==> src/rtl/riscv_halt_ctrl.sv <==
// Halt controller for a simple in-order RISC-V pipeline: watches the MEM_WB
// stage, stalls fetch on a halt trigger, drains the pipe and then stops.
module riscv_halt_ctrl #(
  parameter int OPCODE_WIDTH   = 7,
  parameter int CNT_WIDTH      = 32,
  parameter int DRAIN_CYCLES   = 3,
  parameter int TIMEOUT_CYCLES = 200
) (
  input  logic                    clk,
  input  logic                    reset_n,
  input  logic                    wb_valid,
  input  logic [OPCODE_WIDTH-1:0] wb_opcode,
  input  logic                    ext_halt,
  output logic                    pc_stall,
  output logic                    halted,
  output logic [1:0]              halt_cause,
  output logic [CNT_WIDTH-1:0]    cycle_cnt,
  output logic [CNT_WIDTH-1:0]    retire_cnt
);

  localparam logic [1:0] ST_RUN    = 2'd0;
  localparam logic [1:0] ST_DRAIN  = 2'd1;
  localparam logic [1:0] ST_HALTED = 2'd2;

  localparam logic [1:0] CAUSE_NONE    = 2'b00;
  localparam logic [1:0] CAUSE_INVALID = 2'b01;
  localparam logic [1:0] CAUSE_TIMEOUT = 2'b10;
  localparam logic [1:0] CAUSE_EXT     = 2'b11;

  localparam int DW = (DRAIN_CYCLES > 0) ? $clog2(DRAIN_CYCLES + 1) : 1;
  localparam logic [DW-1:0] DRAIN_LOAD = DW'(DRAIN_CYCLES);
  localparam logic [CNT_WIDTH-1:0] CNT_MAX = '1;

  // A limit the counter can never reach (it saturates first) disables the timeout.
  localparam bit TO_EN = (TIMEOUT_CYCLES > 0) &&
                         ((CNT_WIDTH >= 31) || ((TIMEOUT_CYCLES - 1) < (1 << CNT_WIDTH)));
  localparam logic [CNT_WIDTH-1:0] TO_LAST = CNT_WIDTH'(TO_EN ? TIMEOUT_CYCLES - 1 : 0);

  localparam logic [OPCODE_WIDTH-1:0] OP_OP     = OPCODE_WIDTH'(7'b0110011);
  localparam logic [OPCODE_WIDTH-1:0] OP_IMM    = OPCODE_WIDTH'(7'b0010011);
  localparam logic [OPCODE_WIDTH-1:0] OP_LOAD   = OPCODE_WIDTH'(7'b0000011);
  localparam logic [OPCODE_WIDTH-1:0] OP_STORE  = OPCODE_WIDTH'(7'b0100011);
  localparam logic [OPCODE_WIDTH-1:0] OP_BRANCH = OPCODE_WIDTH'(7'b1100011);
  localparam logic [OPCODE_WIDTH-1:0] OP_JAL    = OPCODE_WIDTH'(7'b1101111);
  localparam logic [OPCODE_WIDTH-1:0] OP_JALR   = OPCODE_WIDTH'(7'b1100111);
  localparam logic [OPCODE_WIDTH-1:0] OP_LUI    = OPCODE_WIDTH'(7'b0110111);
  localparam logic [OPCODE_WIDTH-1:0] OP_AUIPC  = OPCODE_WIDTH'(7'b0010111);
  localparam logic [OPCODE_WIDTH-1:0] OP_SYSTEM = OPCODE_WIDTH'(7'b1110011);

  logic [1:0]    state;
  logic [DW-1:0] drain_cnt;
  logic          op_valid;
  logic          trig_inv;
  logic          trig_to;
  logic          trig_any;
  logic [1:0]    trig_cause;
  logic          counting;

  // NOTE: case items match exactly, so an X/Z opcode hits no item and lands in
  // default; op_valid is also assigned up front so no latch can be inferred.
  always_comb begin
    op_valid = 1'b0;
    case (wb_opcode)
      OP_OP, OP_IMM, OP_LOAD, OP_STORE, OP_BRANCH,
      OP_JAL, OP_JALR, OP_LUI, OP_AUIPC, OP_SYSTEM: op_valid = 1'b1;
      default:                                     op_valid = 1'b0;
    endcase
  end

  assign trig_inv = wb_valid && !op_valid;
  assign trig_to  = TO_EN && (cycle_cnt == TO_LAST);
  assign trig_any = ext_halt || trig_inv || trig_to;
  assign counting = (state != ST_HALTED);

  always_comb begin
    trig_cause = CAUSE_NONE;
    if (ext_halt)      trig_cause = CAUSE_EXT;
    else if (trig_inv) trig_cause = CAUSE_INVALID;
    else if (trig_to)  trig_cause = CAUSE_TIMEOUT;
  end

  // NOTE: all state uses non-blocking assignments so every register samples
  // the pre-edge values of its peers, independent of statement order.
  always_ff @(posedge clk or negedge reset_n) begin
    if (!reset_n) begin
      state      <= ST_RUN;
      drain_cnt  <= '0;
      pc_stall   <= 1'b0;
      halted     <= 1'b0;
      halt_cause <= CAUSE_NONE;
      cycle_cnt  <= '0;
      retire_cnt <= '0;
    end else begin
      // Counters saturate rather than wrap so a long run never looks short.
      if (counting && (cycle_cnt != CNT_MAX))
        cycle_cnt <= cycle_cnt + CNT_WIDTH'(1);
      if (counting && wb_valid && op_valid && (retire_cnt != CNT_MAX))
        retire_cnt <= retire_cnt + CNT_WIDTH'(1);

      case (state)
        ST_RUN: begin
          if (trig_any) begin
            pc_stall   <= 1'b1;
            halt_cause <= trig_cause;
            if (DRAIN_CYCLES == 0) begin
              state  <= ST_HALTED;
              halted <= 1'b1;
            end else begin
              state     <= ST_DRAIN;
              drain_cnt <= DRAIN_LOAD;
            end
          end
        end
        ST_DRAIN: begin
          drain_cnt <= drain_cnt - DW'(1);
          if (drain_cnt == DW'(1)) begin
            state  <= ST_HALTED;
            halted <= 1'b1;
          end
        end
        ST_HALTED: ;
        default: state <= ST_RUN;
      endcase
    end
  end

endmodule

==> config.mk <==
export PLATFORM = sky130hd
export DESIGN_NAME = riscv_halt_ctrl
export DESIGN_NICKNAME = d
export VERILOG_FILES = /design/src/rtl/riscv_halt_ctrl.sv
export SDC_FILE = /design/constraint.sdc
export NUM_CORES = 1
export LEC_CHECK = 0
export BUFFER_PORTS_ARGS = -buffer_cell sky130_fd_sc_hd__buf_2
export CAP_MARGIN = 20
export CORE_MARGIN = 2
export CORE_UTILIZATION = 30
export CTS_CLUSTER_SIZE = 10
export DETAILED_ROUTE_END_ITERATION = 10
export MAX_ROUTING_LAYER = met4
export PLACE_DENSITY = 0.45
export SLEW_MARGIN = 10
export SYNTH_ARGS = -nofsm -noshare
export SYNTH_HDL_FRONTEND = slang
export SYNTH_SLANG_ARGS = --single-unit
==> constraint.sdc <==
create_clock -name clk -period 5.9 [get_ports clk]
set_input_delay 0.295 -clock clk [delete_from_list [all_inputs] [get_ports clk]]
set_output_delay 0.295 -clock clk [all_outputs]
set_load 0.1 [all_outputs]
# Yosys cells after proc, flatten, opt, wreduce, memory -nomap -nowiden
# Cells that the tools add are included.
# totals
ff_bits	72
output_inout_bits	68
elab_cells	54
# classes
addsub	3
eq_ne	19
muxes	9
bitwise_logic	1
reduce_logical	15
# op_table
cell	count
adder 32 x 1 -> 32 bit (second input constant)	2
!= test 32 bit (second input constant)	2
== test 32 x 8 -> 1 bit (second input constant)	1
== test 7 bit (second input constant)	4
== test 7 x 6 -> 1 bit (second input constant)	3
== test 7 x 5 -> 1 bit (second input constant)	2
2-to-1 mux 2 bit	6
OR reduction 10 bit	1
== test 7 x 2 -> 1 bit (second input constant)	1
!= test 2 bit (second input constant)	3
one-hot mux 2 bit (3 select lines)	1
AND reduction 2 bit	3
logical AND 1 bit	5
== test 2 x 1 -> 1 bit (second input constant)	2
one-hot mux 2 bit (2 select lines)	1
AND reduction 3 bit	1
== test 2 bit (second input constant)	1
logical NOT 2 bit	1
logical OR 1 bit	2
nonzero test 2 bit	1
subtractor 2 x 1 -> 2 bit (second input constant)	1
logical NOT 1 bit	1
2-to-1 mux 1 bit	1
inverter 1 bit	1

# Logic depth before layout (Yosys ltp)
# Gate-level depths: netlist of run 1.
# depth
depth_word	9
mapped_depth	8

# Worst setup path before layout of run 1
# Ideal clock, no wire load.
# synth_path
path_type	register to register
from	reg cycle_cnt[0]
to	reg cycle_cnt[1]
setup_ns	0.126
arrival_ns	2.788
required_time_ns	5.774
path_slack_ns	2.986
stages_incl_launch_ff	8
n_path_buf	1
cell_sequence	dfrtp_1 -> ha_1 -> nand4_1 -> nor4_1 -> nand3_1 -> clkbuf_1 -> nand2_1 -> mux2_2
# synth_between
elab_chain_cells	2
word_cells_on_any_way	3
cone_classes	add/sub: 1; eq/ne: 1; reduce/logical: 1
# synth_lines
element	line	source
start, declared	17	output logic [CNT_WIDTH-1:0] cycle_cnt,
start signal, assigned	96	cycle_cnt <= cycle_cnt + CNT_WIDTH'(1);
branches (longest 2 deep; another with adder 32 x 1 -> 32 bit)	-	
# Several ways; the timed one is not identified.
# A chain may end at the register's enable or synchronous reset.

# Worst setup path in the final report of run 1
# Same ends and word-level chain as after synthesis.

==> results of run 1 <==
[final cells by class]
class / instances / area share
diodes: 1 / 0.000558
clock buffers: 13 / 0.0580
clock inverters: 3 / 0.00893
inverters: 5 / 0.00419
multi-input cells: 270 / 0.397
flip-flops and latches: 72 / 0.402
well taps: 147 / 0.0410
repair buffers: 79 / 0.0887
[layout by cell type, fill, tap and decap left out, types with 3 or more instances in the layout]
cell / synthesis / routed
nand3_1: 33 / 33
nand2b_1: 4 / 4
o21ai_0: 7 / 7
buf_2: 0 / 78
xnor2_1: 40 / 40
ha_1: 3 / 3
and4_1: 7 / 7
nand4_1: 26 / 26
nor2b_1: 3 / 3
nor3_1: 13 / 13
clkbuf_16: 0 / 9
nor2_1: 19 / 19
xor2_1: 15 / 15
or3_1: 3 / 3
nand2_1: 35 / 35
inv_1: 5 / 5
and3_1: 18 / 18
and2_1: 4 / 4
mux2_2: 7 / 7
nor4_1: 12 / 12
dfrtp_1: 72 / 72
[kinds of logic (layout without fill, tap and decap cells)]
group / Yosys count / count (layout) / synth area share
muxes: 9 / 9 / 0.0271
AOI/OAI and AO/OA: 15 / 15 / 0.0312
DFF: 72 / 72 / 0.493
xor gates and xnor gates: 55 / 55 / 0.132
adders and majority gates: 3 / 3 / 0.0103
other: 0 / 1 / 0
and+or+nand+nor: 188 / 188 / 0.287
buffers and inverters: 14 / 100 / 0.0195
[sequential cells by signal (all words and copies together), names as in the netlist]
name and cells:
cycle_cnt 32, retire_cnt 32, drain_cnt 2, halt_cause 2
state 2, halted 1, pc_stall 1
[per-stage QoR]
| stage | power, mW | utilization |
|---|---|---|
| 3_5_place_dp | 0.536 | 0.350 |
| 4_1_cts | 1.10 | 0.375 |
| 2_1_floorplan | 0.519 | - |
| 5_1_grt | 1.12 | 0.375 |
| 3_3_place_gp | 0.536 | 0.350 |
| 6_report | 1.08 | 0.375 |
[power groups by stage]
stage | clock network [mW] | logic [mW] | registers [mW]
after CTS | 0.570 | 0.0304 | 0.497
final | 0.551 | 0.0293 | 0.497
after floorplan | 0 | 0.00433 | 0.515
after global routing | 0.592 | 0.0326 | 0.497
after global placement | 0 | 0.0302 | 0.506
after detailed placement | 0 | 0.0305 | 0.506
[layer usage]
metal  up-vias  wire [um]  global-route usage
li1       1446          -                   -
met1      1478       4020               0.178
met2        73       4380               0.241
met3        10        524              0.0482
met4         0        119              0.0431
met5         -          0                   -
[path summary, 6_finish.rpt]
check,start,end
worst max-delay path,cycle_cnt[0],cycle_cnt[1]
worst min-delay path,reset_n,cycle_cnt[9]
worst max register to register,cycle_cnt[0],cycle_cnt[1]
worst min register to register,pc_stall,pc_stall
max in group asynchronous,reset_n,retire_cnt[15]
min in group clk,ext_halt,halt_cause[1]
[critical path, delay by kind of cell (launching register included)]
kind / cells / cell delay (ns)
and+or+nand+nor: 4 / 1.89
DFF: 1 / 0.40
muxes: 1 / 0.36
adders and majority gates: 1 / 0.22
==> results by group, run 1 <==
Clock tree
  • Clk buf depth: 2
  • Worst-path clk slew: around 0.060 ns
  • Postcts setup bufs: 0
  • CTS tree: yes
  • Clock sinks: 72
  • CTS buffer count: 9
  • Hold buffers post-CTS: 0
  • Post-CTS Resized: 0
  • H-tree levels: 3
  • Clock Latency Late Sink: ~0.33 ns
  • Clk root buf: clkbuf_16

Worst setup path
  • CP startpoint kind: flip-flop
  • Required @ worst endpoint: 6.12 ns
  • Worst path max stage delay: 0.71 ns
  • Worst setup path class: flip-flop to flip-flop
  • R2r setup slk: 2.92 ns
  • R2R cell count: 6
  • WP data arrival: 3.20 ns
  • CP max stage cell: nand3_1
  • Nature of the critical path endpoint: flip-flop
  • CP cell instances: ha_1 -> nand4_1 -> nor4_1 -> nand3_1 -> nand2_1 -> mux2_2
  • CP Max Fanout: 20

STA
  • Fmax achieved: 336 MHz
  • Setup TNS: 0 ns
  • Hold Slack: 0.199 ns
  • Unrepaired setup endpoints after global routing: no
  • Final Worst Setup Slack: 2.92 ns
  • Final Hold Viols: 0
  • Tmin final: between 2 and 3 ns
  • Slew Viols, Final: 0
  • Slew HR: 0.371
  • Clock Skew: just under 0.008 ns
  • Final period util: 0.505
  • Worst-margin pin slew: 0.944 ns
  • Final setup fails: 0

Floorplan
  • Die W: 114 um
  • I/O pin count: about 80
  • Core area: 12000 um2
  • # rows: 40
  • Starting density of the core: 0.305
  • DIE AREA: roughly 13000 um2
  • Die Ht: 114 um

Place
  • Placed insts: 573
  • HPWL after detailed placement: 6420 um
  • Worst slack, placed: a little under 3 ns
  • RD Place Congestion: 0.784
  • Placed inst area: 4180 um2
  • Port bufs: 78

Synthesis
  • Top-count cell post-synth: dfrtp_1
  • Mapped Nets: 370
  • Count of state elements after synthesis: 72
  • Synth Flop Type: dfrtp_1
  • Yosys Warn Count: 0
  • Sequential element share of the synthesized area: 0.493
  • Number of synthesized flops with an enable pin: 0
  • Syn_area_per_cell: 10.3 um2
  • Synth top area share: 0.493
  • Library cells used by synthesis: 40
  • Post-synth ARST share: 1.00
  • Mapped Cells: 356
  • Synth top cells by count: dfrtp_1 (72), xnor2_1 (40), nand2_1 (35)
  • Top cells by area, synth: dfrtp_1 (49%), xnor2_1 (9.6%), nand3_1 (4.5%)
  • Synthesized area: 3650 um2
  • Post-synth top area cell: dfrtp_1

Route
  • WL/cell: roughly 15 um
  • DR vias/cell: 5.10
  • DRC violations left: 0
  • 1st-iter DRT viols: between 100 and 150
  • Number of antenna-violating nets in the routed design: 0
  • Routed vias: roughly 3000
  • WL final: 9040 um
  • First drt pass iteration count: 4

Final layout
  • Area of the multi-input gates: around 1800 um2
  • Synth-to-Final Area Change: 22.8%
  • Storage cell area: 1800 um2
  • Layout cells sized above 1: 0.244
  • Non-Filler Instances: 590
  • Fillers: 1229
  • Post-Layout Inst Area: approximately 4500 um2
  • Post-layout net count: 451

Power and ir drop
  • Pwr Density: 240 nW/um2
  • Sw Ratio: 0.211
  • Clk pwr share: 0.512
  • P_sw: 0.227 mW
  • Total leakage power: approximately 2.2 nW
  • Reg power frac: 0.461
  • Combinational share of power: 0.027
  • Internal: between 0.8 and 0.9 mW
  • Peak supply drop: 126 uV

GRT
  • First-pass GRT wire length: 14800 um
  • Initial antenna violation count: 1
  • GRT overflow: 0
  • Number of global-route vias before repair: ~2900
  • Largest net degree at the start of global routing: 73
  • All-Layer GR Usage: 0.149

Hold path
  • Worst hold path type: input port to async pin

Outcome
  • Outcome: complete, no violations

Run
  • MaxCap Viol Count: 0
Note: power is estimated with default switching activity, not from simulation.
==> run 2, diff against run 1 <==
- ABC_AREA: unset -> 1
- PLACE_DENSITY: 0.45 -> 0.46
- clock period: 5.9 -> 2.61 ns (I/O delays scaled with it)
==> run 2 against run 1 <==
Net effect:
- register-to-register slack worse by 2.4 ns
- die area up 27%
- critical path depth rose by 4
- non-clock buffer count rose by 3
- combinational power increased to 3.3 times the previous value
- fmax increased by 45%
- count of clock-buffer cells in the layout grew 1
- area after synthesis is 28% higher
- final cell count up 65%
- sequential power rose by 130%
- critical path type unchanged
- final area is 24% higher
- clock power rose to 2.6 times the previous value
==> results by group, run 2 <==
Clock tree
  • Worst-path clk slew: 0.06 ns (about the same)
  • CTS buffer count: 9 (unchanged)
  • CTS tree: yes
  • Clk buf depth: 2 (unchanged)
  • H-tree levels: 3 (unchanged)
  • Postcts setup bufs: 0 (unchanged)
  • Clock Latency Late Sink: 0.35 ns (+0.02 ns)
  • Clk root buf: clkbuf_16
  • Clock sinks: 72 (unchanged)
  • Post-CTS Resized: 0 (unchanged)

STA
  • Slew HR: 0.353 (-0.0181)
  • Tmin final: 2.05 ns (-0.929 ns)
  • Final period util: 0.786 (+0.281)
  • Fmax achieved: 487 MHz (+45%)
  • Clock Skew: 0.00662 ns (-0.00133 ns)
  • Final Hold Viols: 0 (unchanged)
  • Slew Viols, Final: 0 (unchanged)
  • Unrepaired setup endpoints after global routing: no
  • Setup TNS: 0 ns (unchanged)
  • Worst-margin pin slew: 0.971 ns (+0.0271 ns)
  • Final setup fails: 0 (unchanged)

Floorplan
  • Starting density of the core: 0.306 (+0.00109)
  • # rows: 45 (+13%)
  • DIE AREA: 16500 um2 (+27%)
  • I/O pin count: 79 (unchanged)
  • Die Ht: 129 um (+12%)
  • Die W: 129 um (+12%)
  • Core area: 15200 um2 (+27%)

Route
  • First drt pass iteration count: 4 (unchanged)
  • Routed vias: 4649 (+55%)
  • DR vias/cell: 4.77 (-6.4%)
  • DRC violations left: 0 (unchanged)
  • WL/cell: 14.2 um (-7.0%)
  • 1st-iter DRT viols: 317 (+140%)
  • WL final: 13900 um (+54%)
  • Number of antenna-violating nets in the routed design: 0 (unchanged)

GRT
  • First-pass GRT wire length: 22400 um (+51%)
  • Largest net degree at the start of global routing: 73 (unchanged)
  • Initial antenna violation count: 0 (-1)
  • All-Layer GR Usage: 0.179 (+0.0303)
  • Number of global-route vias before repair: 4354 (+52%)
  • GRT overflow: 0 (unchanged)

Synthesis
  • Library cells used by synthesis: 29 (-28%)
  • Synth Flop Type: dfrtp_1
  • Number of synthesized flops with an enable pin: 0 (unchanged)
  • Multiplexer area fraction after synthesis: 0 (-0.0271)
  • Sequential element share of the synthesized area: 0.387 (-0.107)
  • Combinational family with the most area after synthesis: simple AND/OR/NAND/NOR gates
  • Synth top area share: 0.387 (-0.107)
  • Synth Area in XOR/XNOR: 0.0526 (-0.0792)
  • Synth top cells by count: nand2_1 (295), nor2_1 (83), dfrtp_1 (72)
  • Yosys Warn Count: 0 (unchanged)
  • Post-synthesis adder-cell area fraction: 0.00806 (-0.00222)
  • Count of state elements after synthesis: 72 (unchanged)
  • Post-synth top area cell: dfrtp_1
  • Compound-Gate Fraction of Synth Area: 0.0467 (+0.0156)
  • Mapped Nets: 714 (+93%)
  • Syn_area_per_cell: 6.65 um2 (-35%)
  • Top-count cell post-synth: nand2_1
  • Post-synth ARST share: 1.00 (unchanged)
  • Synthesized area: 4660 um2 (+28%)
  • Top cells by area, synth: dfrtp_1 (39%), nand2_1 (24%), nor2_1 (6.7%)
  • Simple-gate portion of the synthesized area: 0.434 (+0.147)
  • Mapped Cells: 700 (+97%)

Final layout
  • Commonest cells after routing, fill and taps aside: nand2_1 (295), nor2_1 (83), buf_2 (77)
  • Top Registers: cycle_cnt (32), retire_cnt (32)
  • Layout cells sized above 1: 0.151 (-0.0931)
  • Fillers: 1649 (+34%)
  • Most common cell after layout, fill and taps aside: nand2_1
  • Post-layout net count: 796 (+76%)
  • Antenna Cells: 0 (-1)
  • Synth-to-Final Area Change: 19.7%

Worst setup path
  • Worst setup path class: flip-flop to flip-flop
  • CP startpoint kind: flip-flop
  • CP cell instances: ha_1 -> nand3_2 -> inv_2 -> nand2_2 -> nor2_4 -> nand2_2 -> nand2_4 -> inv_2 -> nand3_1 -> nand2_1
  • R2r setup slk: 0.56 ns (-2.36 ns)
  • CP max stage cell: inv_2
  • Worst Setup SP: retire_cnt[0]
  • Nature of the critical path endpoint: flip-flop
  • CP Max Fanout: 38 (+90%)
  • R2R Path Start: retire_cnt[0]
  • Worst path max stage delay: 0.48 ns (-0.23 ns)
  • WP data arrival: 2.34 ns (-0.86 ns)
  • Required @ worst endpoint: 2.90 ns (-3.22 ns)

Power and ir drop
  • Reg power frac: 0.426 (-0.035)
  • P_sw: 0.589 mW (+160%)
  • Clk pwr share: 0.538 (+0.026)
  • Peak supply drop: 281 uV (+120%)
  • Combinational share of power: 0.036 (+0.009)
  • Sw Ratio: 0.223 (+0.0118)
  • Internal: 2.06 mW (+140%)
  • Total Power: 2.65 mW (+150%)
  • Total leakage power: 2.65 nW (+23%)
  • Pwr Density: 475 nW/um2 (+98%)

Run
  • MaxCap Viol Count: 0 (unchanged)

Hold path
  • Hold_sp: ext_halt
  • Worst hold path type: input port to flip-flop

Place
  • Port bufs: 78 (unchanged)
  • RD Place Congestion: 0.886 (+13%)
  • HPWL after detailed placement: 10300 um (+61%)

Outcome
  • Outcome: complete, no violations
run 2: power by group through the flow:
| stage | sequential [mW] | combinational (mW) | clock [mW] |
|---|---|---|---|
| after floorplan | 1.18 | 0.0191 | 0 |
| after global placement | 1.15 | 0.0968 | 0 |
| after detailed placement | 1.15 | 0.0978 | 0 |
| after CTS | 1.13 | 0.0992 | 1.45 |
| after global routing | 1.13 | 0.108 | 1.50 |
| final | 1.13 | 0.0961 | 1.42 |
run 2: timing repair:
| action | in CTS | in global routing |
|---|---|---|
| hold buffers | 1 | 0 |
| endpoints found under the hold margin | 2 | 0 |
| setup endpoints to repair | 0 | 0 |
run 2: path summary, 6_finish.rpt:
check / end / cells past startpoint
worst max register to register: retire_cnt[2] / 10
worst min register to register: halted / 2
worst max-delay path: retire_cnt[2] / 10
min in group asynchronous: cycle_cnt[5] / 2
max in group asynchronous: halted / 2
worst min-delay path: halt_cause[1] / 3
run 2: area by class of cell:
| class | instances | area (um2) | share of cell area |
|---|---|---|---|
| well taps | 188 | 235 | 0.0422 |
| flip-flops and latches | 72 | 1800 | 0.323 |
| inverters | 68 | 255 | 0.0458 |
| repair buffers | 82 | 425 | 0.0763 |
| clock buffers | 14 | 274 | 0.0492 |
| clock inverters | 2 | 60.1 | 0.0108 |
| multi-input cells | 549 | 2520 | 0.453 |
run 2: stage by stage:
stage	worst slack, ns	hold slack [ns]	instances	utilization	instance area [um2]
3_3_place_gp	0.619	0.363	958	0.344	5230
2_1_floorplan	0.0778	-0.165	700	-	4660
5_1_grt	0.361	0.0447	975	0.367	5570
4_1_cts	0.566	0.0392	975	0.367	5570
6_report	0.559	0.0386	975	0.367	5570
3_5_place_dp	0.573	0.366	958	0.344	5230
run 2: critical path: cells and delay by family, from the launching register on:
| kind | cells | cell delay (ns) |
|---|---|---|
| adder cells (fa/ha/maj) | 1 | 0.30 |
| AND/OR/NAND/NOR | 7 | 0.70 |
| buffers and inverters | 2 | 0.55 |
| flip-flops | 1 | 0.43 |
run 2: logic make-up (layout without fill, tap and decap cells):
kind of cell | Yosys count | count (layout)
simple gates | 478 | 478
buf+inv | 79 | 166
flops | 72 | 72
compound gates | 40 | 40
xor+xnor | 28 | 28
fa+ha+maj | 3 | 3
run 2: layer usage:
| metal | wire length, um | vias up | GRT usage | part of all wire |
|---|---|---|---|---|
| met5 | 0 | - | - | 0 |
| met4 | 241 | 0 | 0.0595 | 0.017 |
| met3 | 605 | 19 | 0.0333 | 0.044 |
| met2 | 6320 | 103 | 0.278 | 0.45 |
| met1 | 6730 | 2162 | 0.237 | 0.48 |
| li1 | - | 2365 | - | - |
